===== config.mk =====
export PLATFORM = sky130hd
export DESIGN_NAME = note_period_sequencer
export DESIGN_NICKNAME = d
export VERILOG_FILES = /design/src/rtl/note_period_sequencer.sv
export SDC_FILE = /design/constraint.sdc
export NUM_CORES = 1
export LEC_CHECK = 0
export ABC_AREA = 1
export CORE_MARGIN = 5
export CORE_UTILIZATION = 48
export DETAILED_ROUTE_END_ITERATION = 6
export GPL_ROUTABILITY_DRIVEN = 0
export PLACE_DENSITY = 0.64
export SLEW_MARGIN = 10
export SYNTH_ARGS = -nofsm -noshare
export SYNTH_HDL_FRONTEND = slang
export SYNTH_SLANG_ARGS = --single-unit

===== constraint.sdc =====
create_clock -name CLOCK_50 -period 3.3 [get_ports CLOCK_50]
set_input_delay 0.495 -clock CLOCK_50 [delete_from_list [all_inputs] [get_ports CLOCK_50]]
set_output_delay 0.495 -clock CLOCK_50 [all_outputs]
set_load 0.02 [all_outputs]

===== src/rtl/note_period_sequencer.sv =====
// note_period_sequencer
//   Walks a small programmable note table and feeds a half-rate period word
//   plus a mute gate to the divided-clock tone generator. Each entry holds a
//   period and a duration in ticks; a silent gap of GAP_TICKS ticks separates
//   notes, and playback can optionally loop back to entry 0.
//
// Ports
//   CLOCK_50        system clock
//   reset           asynchronous active-low reset (also clears the table)
//   start           1-cycle request to play from entry 0 (honoured in IDLE only)
//   stop            1-cycle abort; returns to IDLE without pulsing done
//   loop            at end of table restart at entry 0 instead of finishing
//   note_wr_en      table write strobe (accepted in any state)
//   note_wr_addr    table write index
//   note_wr_period  period value to store
//   note_wr_dur     duration in ticks to store; 0 marks end-of-sequence
//   period          period word to the clock divider
//   mute            1 = downstream output silenced
//   busy            1 while loading, playing or in a gap
//   note_idx        index of the entry currently loaded
//   done            1-cycle pulse on natural completion
module note_period_sequencer #(
  parameter int unsigned NUM_NOTES   = 8,
  parameter int unsigned TICK_CYCLES = 500000,
  parameter int unsigned GAP_TICKS   = 2
) (
  input  logic                         CLOCK_50,
  input  logic                         reset,
  input  logic                         start,
  input  logic                         stop,
  input  logic                         loop,
  input  logic                         note_wr_en,
  input  logic [$clog2(NUM_NOTES)-1:0] note_wr_addr,
  input  logic [23:0]                  note_wr_period,
  input  logic [7:0]                   note_wr_dur,
  output logic [23:0]                  period,
  output logic                         mute,
  output logic                         busy,
  output logic [$clog2(NUM_NOTES)-1:0] note_idx,
  output logic                         done
);

  localparam int unsigned IW = $clog2(NUM_NOTES);
  localparam int unsigned TW = (TICK_CYCLES > 1) ? $clog2(TICK_CYCLES) : 1;
  localparam int unsigned GW = (GAP_TICKS > 0) ? $clog2(GAP_TICKS + 1) : 1;

  localparam logic [TW-1:0] TICK_LAST = TW'(TICK_CYCLES - 1);
  localparam logic [GW-1:0] GAP_INIT  = GW'(GAP_TICKS);
  localparam logic [IW-1:0] IDX_LAST  = IW'(NUM_NOTES - 1);

  typedef enum logic [2:0] {
    S_IDLE,
    S_LOAD,
    S_PLAY,
    S_GAP,
    S_DONE
  } state_e;

  state_e          state_q, state_d;
  logic [23:0]     period_q, period_d;
  logic            mute_q, mute_d;
  logic [IW-1:0]   note_idx_q, note_idx_d;
  logic [TW-1:0]   tick_cnt_q, tick_cnt_d;
  logic [7:0]      dur_cnt_q, dur_cnt_d;
  logic [GW-1:0]   gap_cnt_q, gap_cnt_d;

  logic [23:0]     period_mem_q [NUM_NOTES];
  logic [7:0]      dur_mem_q    [NUM_NOTES];

  logic [23:0]     entry_period;
  logic [7:0]      entry_dur;
  logic            tick_wrap;
  logic            adv;
  logic            fin;

  // Note table. Entries are only sampled in LOAD, so rewriting the entry that
  // is currently sounding takes effect the next time it is loaded.
  always_ff @(posedge CLOCK_50 or negedge reset) begin
    if (!reset) begin
      for (int unsigned i = 0; i < NUM_NOTES; i++) begin
        period_mem_q[i] <= '0;
        dur_mem_q[i]    <= '0;
      end
    end else if (note_wr_en) begin
      period_mem_q[note_wr_addr] <= note_wr_period;
      dur_mem_q[note_wr_addr]    <= note_wr_dur;
    end
  end

  assign entry_period = period_mem_q[note_idx_q];
  assign entry_dur    = dur_mem_q[note_idx_q];

  // State register
  always_ff @(posedge CLOCK_50 or negedge reset) begin
    if (!reset) begin
      state_q    <= S_IDLE;
      period_q   <= '0;
      mute_q     <= 1'b1;
      note_idx_q <= '0;
      tick_cnt_q <= '0;
      dur_cnt_q  <= '0;
      gap_cnt_q  <= '0;
    end else begin
      state_q    <= state_d;
      period_q   <= period_d;
      mute_q     <= mute_d;
      note_idx_q <= note_idx_d;
      tick_cnt_q <= tick_cnt_d;
      dur_cnt_q  <= dur_cnt_d;
      gap_cnt_q  <= gap_cnt_d;
    end
  end

  // Next-state logic. Advance and end-of-sequence handling are shared by
  // several states, so they are raised as flags and resolved after the case;
  // stop is applied last so it overrides everything else.
  always_comb begin
    state_d    = state_q;
    period_d   = period_q;
    mute_d     = mute_q;
    note_idx_d = note_idx_q;
    tick_cnt_d = tick_cnt_q;
    dur_cnt_d  = dur_cnt_q;
    gap_cnt_d  = gap_cnt_q;
    adv        = 1'b0;
    fin        = 1'b0;
    tick_wrap  = (tick_cnt_q == TICK_LAST);

    case (state_q)
      S_IDLE: begin
        period_d = '0;
        mute_d   = 1'b1;
        if (start && !stop) begin
          note_idx_d = '0;
          state_d    = S_LOAD;
        end
      end

      S_LOAD: begin
        if (entry_dur == 8'd0) begin
          fin = 1'b1;
        end else begin
          period_d   = entry_period;
          mute_d     = 1'b0;
          dur_cnt_d  = entry_dur;
          tick_cnt_d = '0;
          state_d    = S_PLAY;
        end
      end

      S_PLAY: begin
        if (tick_wrap) begin
          tick_cnt_d = '0;
          dur_cnt_d  = dur_cnt_q - 8'd1;
          if (dur_cnt_q == 8'd1) begin
            if (GAP_TICKS > 0) begin
              mute_d    = 1'b1;
              gap_cnt_d = GAP_INIT;
              state_d   = S_GAP;
            end else begin
              adv = 1'b1;
            end
          end
        end else begin
          tick_cnt_d = tick_cnt_q + 1'b1;
        end
      end

      // period is left untouched so the divider never sees a glitch.
      S_GAP: begin
        if (tick_wrap) begin
          tick_cnt_d = '0;
          gap_cnt_d  = gap_cnt_q - 1'b1;
          if (gap_cnt_q == GW'(1)) begin
            adv = 1'b1;
          end
        end else begin
          tick_cnt_d = tick_cnt_q + 1'b1;
        end
      end

      S_DONE: begin
        period_d = '0;
        mute_d   = 1'b1;
        state_d  = S_IDLE;
      end

      default: begin
        state_d = S_IDLE;
      end
    endcase

    if (adv) begin
      if (note_idx_q == IDX_LAST) begin
        fin = 1'b1;
      end else begin
        note_idx_d = note_idx_q + 1'b1;
        state_d    = S_LOAD;
      end
    end

    // The idx!=0 guard stops an empty table (entry 0 dur==0) from spinning.
    if (fin) begin
      if (loop && (note_idx_q != '0)) begin
        note_idx_d = '0;
        state_d    = S_LOAD;
      end else begin
        mute_d  = 1'b1;
        state_d = S_DONE;
      end
    end

    if (stop && (state_q != S_IDLE)) begin
      state_d    = S_IDLE;
      mute_d     = 1'b1;
      period_d   = '0;
      note_idx_d = '0;
    end
  end

  // Outputs
  always_comb begin
    period   = period_q;
    mute     = mute_q;
    note_idx = note_idx_q;
    busy     = (state_q == S_LOAD) || (state_q == S_PLAY) || (state_q == S_GAP);
    done     = (state_q == S_DONE);
  end

endmodule


==> out/metrics.csv, run 1 <==
stage,metric,value,unit
power,vdd_drop_max,398,uV
logic_synthesis,synth-simple-area-share,22.2,%
worst_hold_path,hp-class,reg -> reg,
logic_synthesis,netlist_area,14800,um^2
sta,period_needed,3050,ps
detailed_routing,routed.top_layer,met4,
logic_synthesis,syn_inst,1839,
clocking,clk_latency,540,ps
logic_synthesis,ys_seq_area_share,53.3,%
worst_setup_path,critPathArrivalTime,2560,ps
detailed_routing,drt-vias-per-instance,5.46,
logic_synthesis,yosys_warnings,0,
logic_synthesis,yosysTopAreaCell,dfrtp_1,
power,p_leak,8.06,nW
detailed_routing,drt-total-wl,39000,um
sta,slew_headroom,50.2,%
logic_synthesis,yosys-top-cells-count,"nand2_1 (481), o21ai_0 (354), dfrtp_1 (315)",
die,die_y,186,um
sta,slew_violations,0,
sta,hold_violations,0,
die,start_util,48.6,%
worst_setup_path,worstSetupPathType,reg -> out,
logic_synthesis,synth_flop_cell,dfrtp_1,
detailed_routing,dr_wl_met2,18000,um
logic_synthesis,synth_top_area_share,53.2,%
logic_synthesis,synth-edff-count,0,
logic_synthesis,synth_xor_area_share,0.591,%
worst_setup_path,cp.required,2800,ps
die,rows,64,
sta,setup_viol,0,
grt,grt_max_degree,90,
logic_synthesis,syn-num-nets,1887,
detailed_routing,antenna_left,0,
cells_and_area,fill_cells,2847,
clocking,h-tree-depth,2,
cells_and_area,drive_above_1_share,6.56,%
outcome,status,finished clean,
placement,dp_hpwl,22900,um
sta,rsz0062_at_grt,no,
detailed_routing,wl_met1,18200,um
clocking,cts_num_sinks,316,
cells_and_area,diodes,0,
placement,pre_cts_slack,645,ps
logic_synthesis,synth_fa_ha_area_share,0.591,%
sta,setup_tns,0,ps
logic_synthesis,synthMuxAreaShare,0,%
sta,hold_slack,475,ps
detailed_routing,vias,12484,
sta,setup_slack,249,ps
logic_synthesis,ys_ff_latch,316,
clocking,clkTransAtPathRegs,60,ps
logic_synthesis,async_flop_share,100,%
clocking,clk_path_buf_depth,3,
detailed_routing,wl_per_cell,17.1,um
worst_setup_path,crit_path_max_fanout,54,
detailed_routing,drt_pre_antenna_iters,6,
clocking,cts_tree,built,
logic_synthesis,synth.distinct_cells,40,
die,die_area,34500,um^2
detailed_routing,drt_iter0_drc,913,
clocking,cts-root-buf,clkbuf_16,
grt,antenna_found_initial,0,
clocking,cts_buffers,36,
die,top_level_ports,71,
cells_and_area,syn2layout_area_growth,15.2,%
detailed_routing,drcViolationCount,0,
sta,fin_worst_skew,16.6,ps
detailed_routing,met3_length,1870,um
cells_and_area,num-nets-final,1913,
placement,io_buffers,70,
grt,grt_pass1_wl,64900,um
worst_setup_path,endpoint_kind,output pin,
logic_synthesis,avgSynthCellArea,8.06,um^2
grt,track_usage,23.1,%
logic_synthesis,synthTopCellsByArea,"dfrtp_1 (53%), nand2_1 (12%), o21ai_0 (12%), nor2_1 (4.6%), inv_1 (3.3%)",
logic_synthesis,yosysMostFrequentCell,nand2_1,
logic_synthesis,synth-compound-area-share,16.7,%
grt,grt_pass1_vias,12335,
job,cap_violations,0,
sta,fin_crit_sh,92.4,%
die,coreArea,30500,um^2
grt,grt_overflow,0,
power,p_per_area,653,nW/um^2
sta,max_freq,0.328,GHz
die,die_x,186,um
worst_setup_path,setup.worst_path.start_class,register,
sta,tightest_slew,747,ps
clocking,cts_setup_buffers,0,
logic_synthesis,synth_top_family_by_area,simple AND/OR/NAND/NOR gates,
power by group:
| part | internal (W) | total [W] | switching [W] |
|---|---|---|---|
| registers | 0.00459 | 0.00498 | 0.000398 |
| clock network | 0.00251 | 0.00414 | 0.00163 |
| logic | 0.000720 | 0.00203 | 0.00131 |
| total | 0.00782 | 0.0112 | 0.00334 |
logic make-up (layout without fill, tap and decap cells):
kind of cell / Yosys count / in the layout
and+or+nand+nor: 805 / 805
AOI/OAI and AO/OA: 461 / 461
DFF: 316 / 316
buffers and inverters: 240 / 291
xor gates and xnor gates: 10 / 10
adders and majority gates: 7 / 7
registers in the layout (all words and copies together) (netlist names):
register and count:
dur_cnt_q 8, dur_mem_q 64, gap_cnt_q 2, mute 1, note_idx 3, period 24, period_mem_q 192, state_q 3
tick_cnt_q 19
repair_timing:
action                    CTS  global route
hold buffers                1             0
gates resized for setup     0             0
hold endpoints to repair   65             0
per-layer routing:
layer	GRT usage (%)	up-vias
met5	0	-
met4	6.97	0
met3	3.22	76
met2	37.6	318
met1	32.6	6001
li1	-	6089
cell usage in the layout, fill, tap and decap left out, drive strengths merged, types with 39 or more instances in the layout:
cell           count
o22ai             54
nand3             93
nor2             185
dfrtp            315
inv              134
o21ai            361
clkbuf            52
clkdlybuf4s50     69
a21oi             39
nand2            486
worst paths after layout:
path	startpoint	to	slack, ps	cells past startpoint
max in group asynchronous	reset	period_mem_q[10]	1870	3
min in group asynchronous	reset	dur_mem_q[27]	540	2
max reg2reg	note_idx[0]	tick_cnt_q[16]	640	13
max	note_idx[0]	note_idx[0]	250	2
min	period_mem_q[162]	period_mem_q[162]	480	2
min reg2reg	period_mem_q[162]	period_mem_q[162]	480	2
critical path: stages (launching register included):
cell	delay, ps
dfrtp_4	680
buf_4	560
clkdlybuf4s50_1	780
per-stage QoR:
step                      cells  total power, W  instance area [um^2]  utilization (%)
after floorplan            1839         0.00641                 14800                -
after global placement     2222         0.00700                 15800             51.9
after detailed placement   2222         0.00707                 15800             51.9
after CTS                  2286          0.0112                 17100             56.0
after global routing       2286          0.0118                 17100             56.0
final                      2286          0.0112                 17100             56.0
area by class of cell:
type,count,area [um^2],share of cell area [%]
timing repair buffer,96,966,5.66
multi-input combinational,1283,5970,35.0
clock inverter,11,163,0.953
tap,396,495,2.90
clock buffer,52,1070,6.28
inverter,132,498,2.92
sequential,316,7910,46.3
Power figures use the tool's default switching activity.
==> run 2, diff against run 1 <==
Settings changed: RECOVER_POWER set to 25.
==> run 2 against run 1 <==
Net effect: the flow now finishes with violations (max-capacitance violations, max-slew violations); first-iteration DRC count is 12% higher; critical endpoint unchanged; global-route usage stayed put; sequential share of layout area up 0.15 points.
==> out/metrics.csv, run 2 (same netlist as run 1, synthesis figures left out) <==
stage,metric,value,unit,change
sta,slew_headroom,-22.6,%,-73 points
worst_setup_path,critPathArrivalTime,2560,ps,about the same
grt,antenna_found_initial,0,,unchanged
worst_hold_path,min_from,period_mem_q[162],,
sta,hold_violations,0,,unchanged
cells_and_area,fill_cells,2858,,+0.39%
cells_and_area,stdcell_count,2286,,unchanged
clocking,clk_latency,540,ps,about the same
clocking,clk_path_buf_depth,3,,unchanged
die,die_x,186,um,unchanged
clocking,cts_num_sinks,316,,unchanged
worst_setup_path,setup.worst_path.start_class,register,,
grt,grt_overflow,0,,unchanged
worst_hold_path,holdPathEnd,period_mem_q[162],,
clocking,h-tree-depth,2,,unchanged
worst_setup_path,worstSetupPathType,reg -> out,,
power,p_leak,8.04,nW,-0.21%
cells_and_area,multi_input_area,5960,um^2,-0.19%
clocking,cts-root-buf,clkbuf_16,,
sta,period_needed,3050,ps,+0.418 ps
worst_hold_path,hold_depth,2,,unchanged
clocking,cts_buffers,36,,unchanged
detailed_routing,drcViolationCount,0,,unchanged
power,pwr-share-clk,37.2,%,about the same
die,rows,64,,unchanged
power,p_int,0.00781,W,about the same
worst_setup_path,rr_worst_depth,13,,unchanged
power,p_comb_share,18.1,%,about the same
job,cap_violations,2,,+2
die,die_area,34500,um^2,unchanged
die,start_util,48.6,%,unchanged
clocking,cts_tree,built,,
power,switching_share,30.0,%,about the same
placement,io_buffers,70,,unchanged
sta,setup_viol,0,,unchanged
detailed_routing,drt_iter0_drc,1024,,+12%
sta,tightest_slew,1840,ps,+1090 ps
worst_setup_path,crit_path_max_fanout,54,,unchanged
power,p_sw,0.00334,W,about the same
sta,max_freq,0.328,GHz,about the same
detailed_routing,drt-vias-per-instance,5.43,,-0.56%
cells_and_area,diodes,0,,unchanged
worst_setup_path,worst_path_dominant_cell_family,buffers and inverters,,
worst_setup_path,cp.depth,2,,unchanged
detailed_routing,drt-total-wl,39000,um,about the same
grt,track_usage,23.1,%,unchanged
placement,dp_hpwl,22900,um,unchanged
outcome,status,"finished, violations left",,
power,p_per_area,655,nW/um^2,+0.30%
die,top_level_ports,71,,unchanged
grt,grt_max_degree,90,,unchanged
sta,rsz0062_at_grt,no,,
cells_and_area,final_common_cell,nand2_1,,
power,vdd_drop_max,397,uV,about the same
cells_and_area,drive_above_1_share,6.51,%,-0.053 points
worst_setup_path,cpPeakStageDelay,780,ps,about the same
die,die_y,186,um,unchanged
worst_setup_path,slowest_stage,clkdlybuf4s50_1,,
worst_setup_path,reg2reg_slack,640,ps,about the same
worst_hold_path,hp-class,reg -> reg,,
cells_and_area,layout_common_cells,"nand2_1 (475), o21ai_0 (354), dfrtp_1 (313)",,
clocking,clkTransAtPathRegs,60,ps,about the same
worst_setup_path,crit_chain,"buf_4, clkdlybuf4s50_1",,
worst_setup_path,path_buf_inv,2,,unchanged
detailed_routing,wl_per_cell,17.1,um,about the same
cells_and_area,num-nets-final,1913,,unchanged
cells_and_area,ff_latch_area,7910,um^2,unchanged
outcome,violations,"max-capacitance violations, max-slew violations",,
sta,fin_crit_sh,92.5,%,about the same
worst_setup_path,endpoint_kind,output pin,,
cells_and_area,largest_register_ffs,192,,unchanged
grt,grt_pass1_vias,12335,,unchanged
detailed_routing,antenna_left,0,,unchanged
worst_setup_path,r2r_end,tick_cnt_q[16],,
sta,slew_violations,132,,+132
sta,fin_worst_skew,15.7,ps,-0.938 ps
sta,setup_tns,0,ps,unchanged
die,coreArea,30500,um^2,unchanged
cells_and_area,regMostFlops,period_mem_q,,
power,seq_power_share,44.7,%,about the same
detailed_routing,drt_pre_antenna_iters,5,,-1
cells_and_area,syn2layout_area_growth,14.8,%,
clocking,cts_setup_buffers,0,,unchanged
detailed_routing,vias,12414,,-0.56%
worst_setup_path,cp.required,2800,ps,about the same
placement,place_inst,2222,,unchanged
worst_setup_path,regToRegStartpoint,note_idx[0],,
grt,grt_pass1_wl,64900,um,unchanged
==> run 2: changes by cell type in the layout (fill, tap and decap cells not counted), sizes merged <==
cell	before	now
dlygate4sd3	1	2
buf	26	24
clkdlybuf4s50	69	68
clkbuf	52	54
==> run 2: how the worst max path moves through the flow <==
| stage | startpoint | endpoint |
|---|---|---|
| 2_1_floorplan | tick_cnt_q[0] | dur_cnt_q[6] |
| 3_3_place_gp | note_idx[0] | tick_cnt_q[4] |
| 3_5_place_dp | note_idx[0] | tick_cnt_q[16] |
| 4_1_cts | note_idx[0] | note_idx[0] |
| 5_1_grt | note_idx[0] | note_idx[0] |
| 6_report | note_idx[0] | note_idx[0] |
==> run 2: tightest hold or removal path: stages, from the launching register on <==
cell and delay [ps]:
dfrtp_1 340, nand2_1 50, o21ai_0 50
==> run 2: area by class of cell <==
class,count,share of cell area (%)
Sequential cell,316,46.5
Multi-Input combinational cell,1283,35.0
Clock buffer,52,6.30
Timing Repair Buffer,96,5.42
Inverter,132,2.93
Tap cell,396,2.91
Clock inverter,11,0.956
==> run 2: power by group through the flow <==
| stage | Combinational [W] | Sequential (W) | Clock (W) |
|---|---|---|---|
| 3_5_place_dp | 0.00204 | 0.00504 | 0 |
| 6_report | 0.00202 | 0.00499 | 0.00415 |
| 2_1_floorplan | 0.00145 | 0.00496 | 0 |
| 5_1_grt | 0.00235 | 0.00507 | 0.00438 |
| 3_3_place_gp | 0.00198 | 0.00502 | 0 |
| 4_1_cts | 0.00205 | 0.00498 | 0.00422 |
==> run 2: stage by stage <==
stage               setup WS (ps)  hold slack [ps]  cell area [um^2]  utilization (%)  total power (W)
floorplan                    1340              199             14800                -          0.00641
global placement              736              460             15800             51.9          0.00700
detailed placement            645              468             15800             51.9          0.00707
CTS                           250              482             17100             56.0           0.0112
global route                  163              495             17000             55.8           0.0118
finish                        249              475             17000             55.8           0.0112
==> run 2: per-layer routing <==
metal	share of wire (%)	global-route usage [%]	vias to the layer above	routed length, um
met5	0	0	-	0
met4	2.3	6.97	0	903
li1	-	-	6086	-
met2	47	37.6	254	18200
met1	47	32.6	6005	18400
met3	3.9	3.22	69	1520
==> run 2: timing repair <==
item | in CTS | in global routing
gates resized for setup | 0 | 0
endpoints found under the hold margin | 65 | 0
setup endpoints to repair | 0 | 0
hold buffers | 1 | 0
==> run 3, diff against run 2 <==
Settings changed: CORE_UTILIZATION 48 to 34, HOLD_SLACK_MARGIN set to 0.15, PLACE_DENSITY 0.64 to 0.48.
==> run 3 against run 2 <==
Net effect: the run still ends with max-capacitance violations, max-slew violations left; power fell by 2.6%; clock skew shrank 2.8 ps; utilization down 16 points; first-iteration DRC count fell by 5.3%; global-route usage is 4.8 points lower; via count decreased by 0.25%; fmax decreased by 3.6%; die area rose by 39%; combinational power is essentially flat; cell count up 8.6%; register-to-register slack got worse by 240 ps; sequential share of layout area is 0.63 points lower; critical path type unchanged; largest power group unchanged.
==> out/metrics.csv, run 3 (same netlist as run 1, synthesis figures left out) <==
stage,metric,value,unit,change
cells_and_area,diodes,0,,unchanged
sta,setup_slack,135,ps,-114 ps
cells_and_area,layout_common_cells,"nand2_1 (475), o21ai_0 (354), dfrtp_1 (312)",,
detailed_routing,antenna_left,0,,unchanged
cells_and_area,regMostFlops,period_mem_q,,
clocking,cts_buffers,37,,+2.8%
cells_and_area,drive_above_1_share,6.75,%,+0.24 points
sta,max_freq,0.316,GHz,-3.6%
grt,grt_overflow,0,,unchanged
detailed_routing,drcViolationCount,0,,unchanged
grt,grt_max_degree,80,,-11%
power,p_per_area,629,nW/um^2,-4.0%
detailed_routing,drt_iter0_drc,970,,-5.3%
worst_setup_path,critPathArrivalTime,2670,ps,+110 ps
die,coreArea,43100,um^2,+41%
clocking,cts_num_sinks,316,,unchanged
die,top_level_ports,71,,unchanged
sta,fin_crit_sh,95.9,%,+3.5 points
outcome,status,"finished, violations left",,
cells_and_area,largest_register_ffs,192,,unchanged
placement,dp_hpwl,25800,um,+13%
die,die_y,219,um,+18%
sta,slew_violations,76,,-42%
cells_and_area,syn2layout_area_growth,16.4,%,
placement,pre_cts_slack,422,ps,-223 ps
worst_setup_path,endpoint_kind,output pin,,
detailed_routing,drt_pre_antenna_iters,5,,unchanged
sta,setup_tns,0,ps,unchanged
clocking,cts_tree,built,,
worst_setup_path,rr_worst_depth,13,,unchanged
detailed_routing,drt-total-wl,43600,um,+12%
worst_hold_path,hp-class,reg -> reg,,
worst_setup_path,crit_path_max_fanout,34,,-37%
die,rows,76,,+19%
detailed_routing,drt-vias-per-instance,4.99,,-8.1%
sta,fin_worst_skew,12.9,ps,-2.82 ps
worst_setup_path,r2r_end,period[6],,
clocking,clkTransAtPathRegs,60,ps,about the same
worst_setup_path,critPathLaunch,note_idx[0],,
clocking,clk_path_buf_depth,3,,unchanged
clocking,cts_setup_buffers,0,,unchanged
clocking,cts_resized,0,,unchanged
die,start_util,34.4,%,-14 points
clocking,clk_latency,530,ps,about the same
sta,slew_headroom,-47.0,%,-24 points
worst_setup_path,cp.required,2800,ps,about the same
power,p_leak,8.04,nW,about the same
worst_setup_path,endpoint,note_idx[0],,
clocking,h-tree-depth,2,,unchanged
cells_and_area,num-nets-final,1920,,+0.37%
power,vdd_drop_max,306,uV,-23%
sta,rsz0062_at_grt,no,,
die,die_x,219,um,+18%
worst_setup_path,setup.worst_path.start_class,register,,
sta,period_needed,3170,ps,+114 ps
clocking,cts-root-buf,clkbuf_16,,
worst_setup_path,regToRegStartpoint,note_idx[0],,
job,cap_violations,1,,-1
placement,io_buffers,70,,unchanged
grt,antenna_found_initial,0,,unchanged
sta,setup_viol,0,,unchanged
worst_setup_path,worstSetupPathType,reg -> out,,
outcome,violations,"max-capacitance violations, max-slew violations",,
grt,grt_pass1_vias,12295,,-0.32%
worst_setup_path,reg2reg_slack,400,ps,-240 ps
die,die_area,47900,um^2,+39%
sta,tightest_slew,2200,ps,+365 ps
sta,hold_violations,0,,unchanged
cells_and_area,final_common_cell,nand2_1,,
grt,track_usage,18.4,%,-4.8 points
detailed_routing,vias,12383,,-0.25%
grt,grt_pass1_wl,70700,um,+8.9%
detailed_routing,wl_per_cell,17.6,um,+2.9%
==> run 3: how the worst min path moves through the flow <==
stage | startpoint | endpoint | cells past startpoint
4_1_cts | period_mem_q[29] | period_mem_q[29] | 2
3_3_place_gp | period_mem_q[67] | period_mem_q[67] | 2
3_5_place_dp | period_mem_q[45] | period_mem_q[45] | 2
6_report | period_mem_q[60] | period_mem_q[60] | 2
2_1_floorplan | reset | dur_cnt_q[0] | 0
5_1_grt | period_mem_q[137] | period_mem_q[137] | 2
==> run 3: critical path, cell delays in order (launching register included) <==
cell             delay (ps)
dfrtp_4                 680
buf_4                   360
buf_4                   380
clkdlybuf4s50_1         710
==> run 3: timing repair <==
action	4_1_cts	5_1_grt
setup endpoints to repair	0	0
hold endpoints to repair	73	0
hold buffers	1	0
==> run 3: cell type report <==
type / count / area (um^2)
Clock buffer: 53 / 1050
Sequential cell: 316 / 7920
Clock inverter: 11 / 62.6
Timing Repair Buffer: 102 / 1040
Fill cell: 4463 / 25800
Tap cell: 585 / 732
Multi-Input combinational cell: 1283 / 5970
Inverter: 132 / 498
==> run 3: routing by layer <==
metal	share of wire [%]	track usage, %	vias up
met5	0	0	-
met1	48	26.2	6033
met4	1.7	4.02	0
met2	47	30.1	201
li1	-	-	6097
met3	3.1	2.39	52
==> run 3: power breakdown <==
part | internal [W] | switching (W)
clock | 0.00220 | 0.00163
sequential | 0.00459 | 0.000388
combinational | 0.000729 | 0.00133
==> run 3: stage by stage <==
step                      hold slack [ps]  cells  total power, W  util [%]  cell area (um^2)
final                                 477   2482          0.0109      40.1             17300
after global routing                  499   2482          0.0116      40.1             17300
after CTS                             482   2482          0.0110      40.1             17300
after detailed placement              468   2417         0.00711      37.5             16200
after global placement                461   2417         0.00710      37.5             16200
after floorplan                       199   1839         0.00641         -             14800
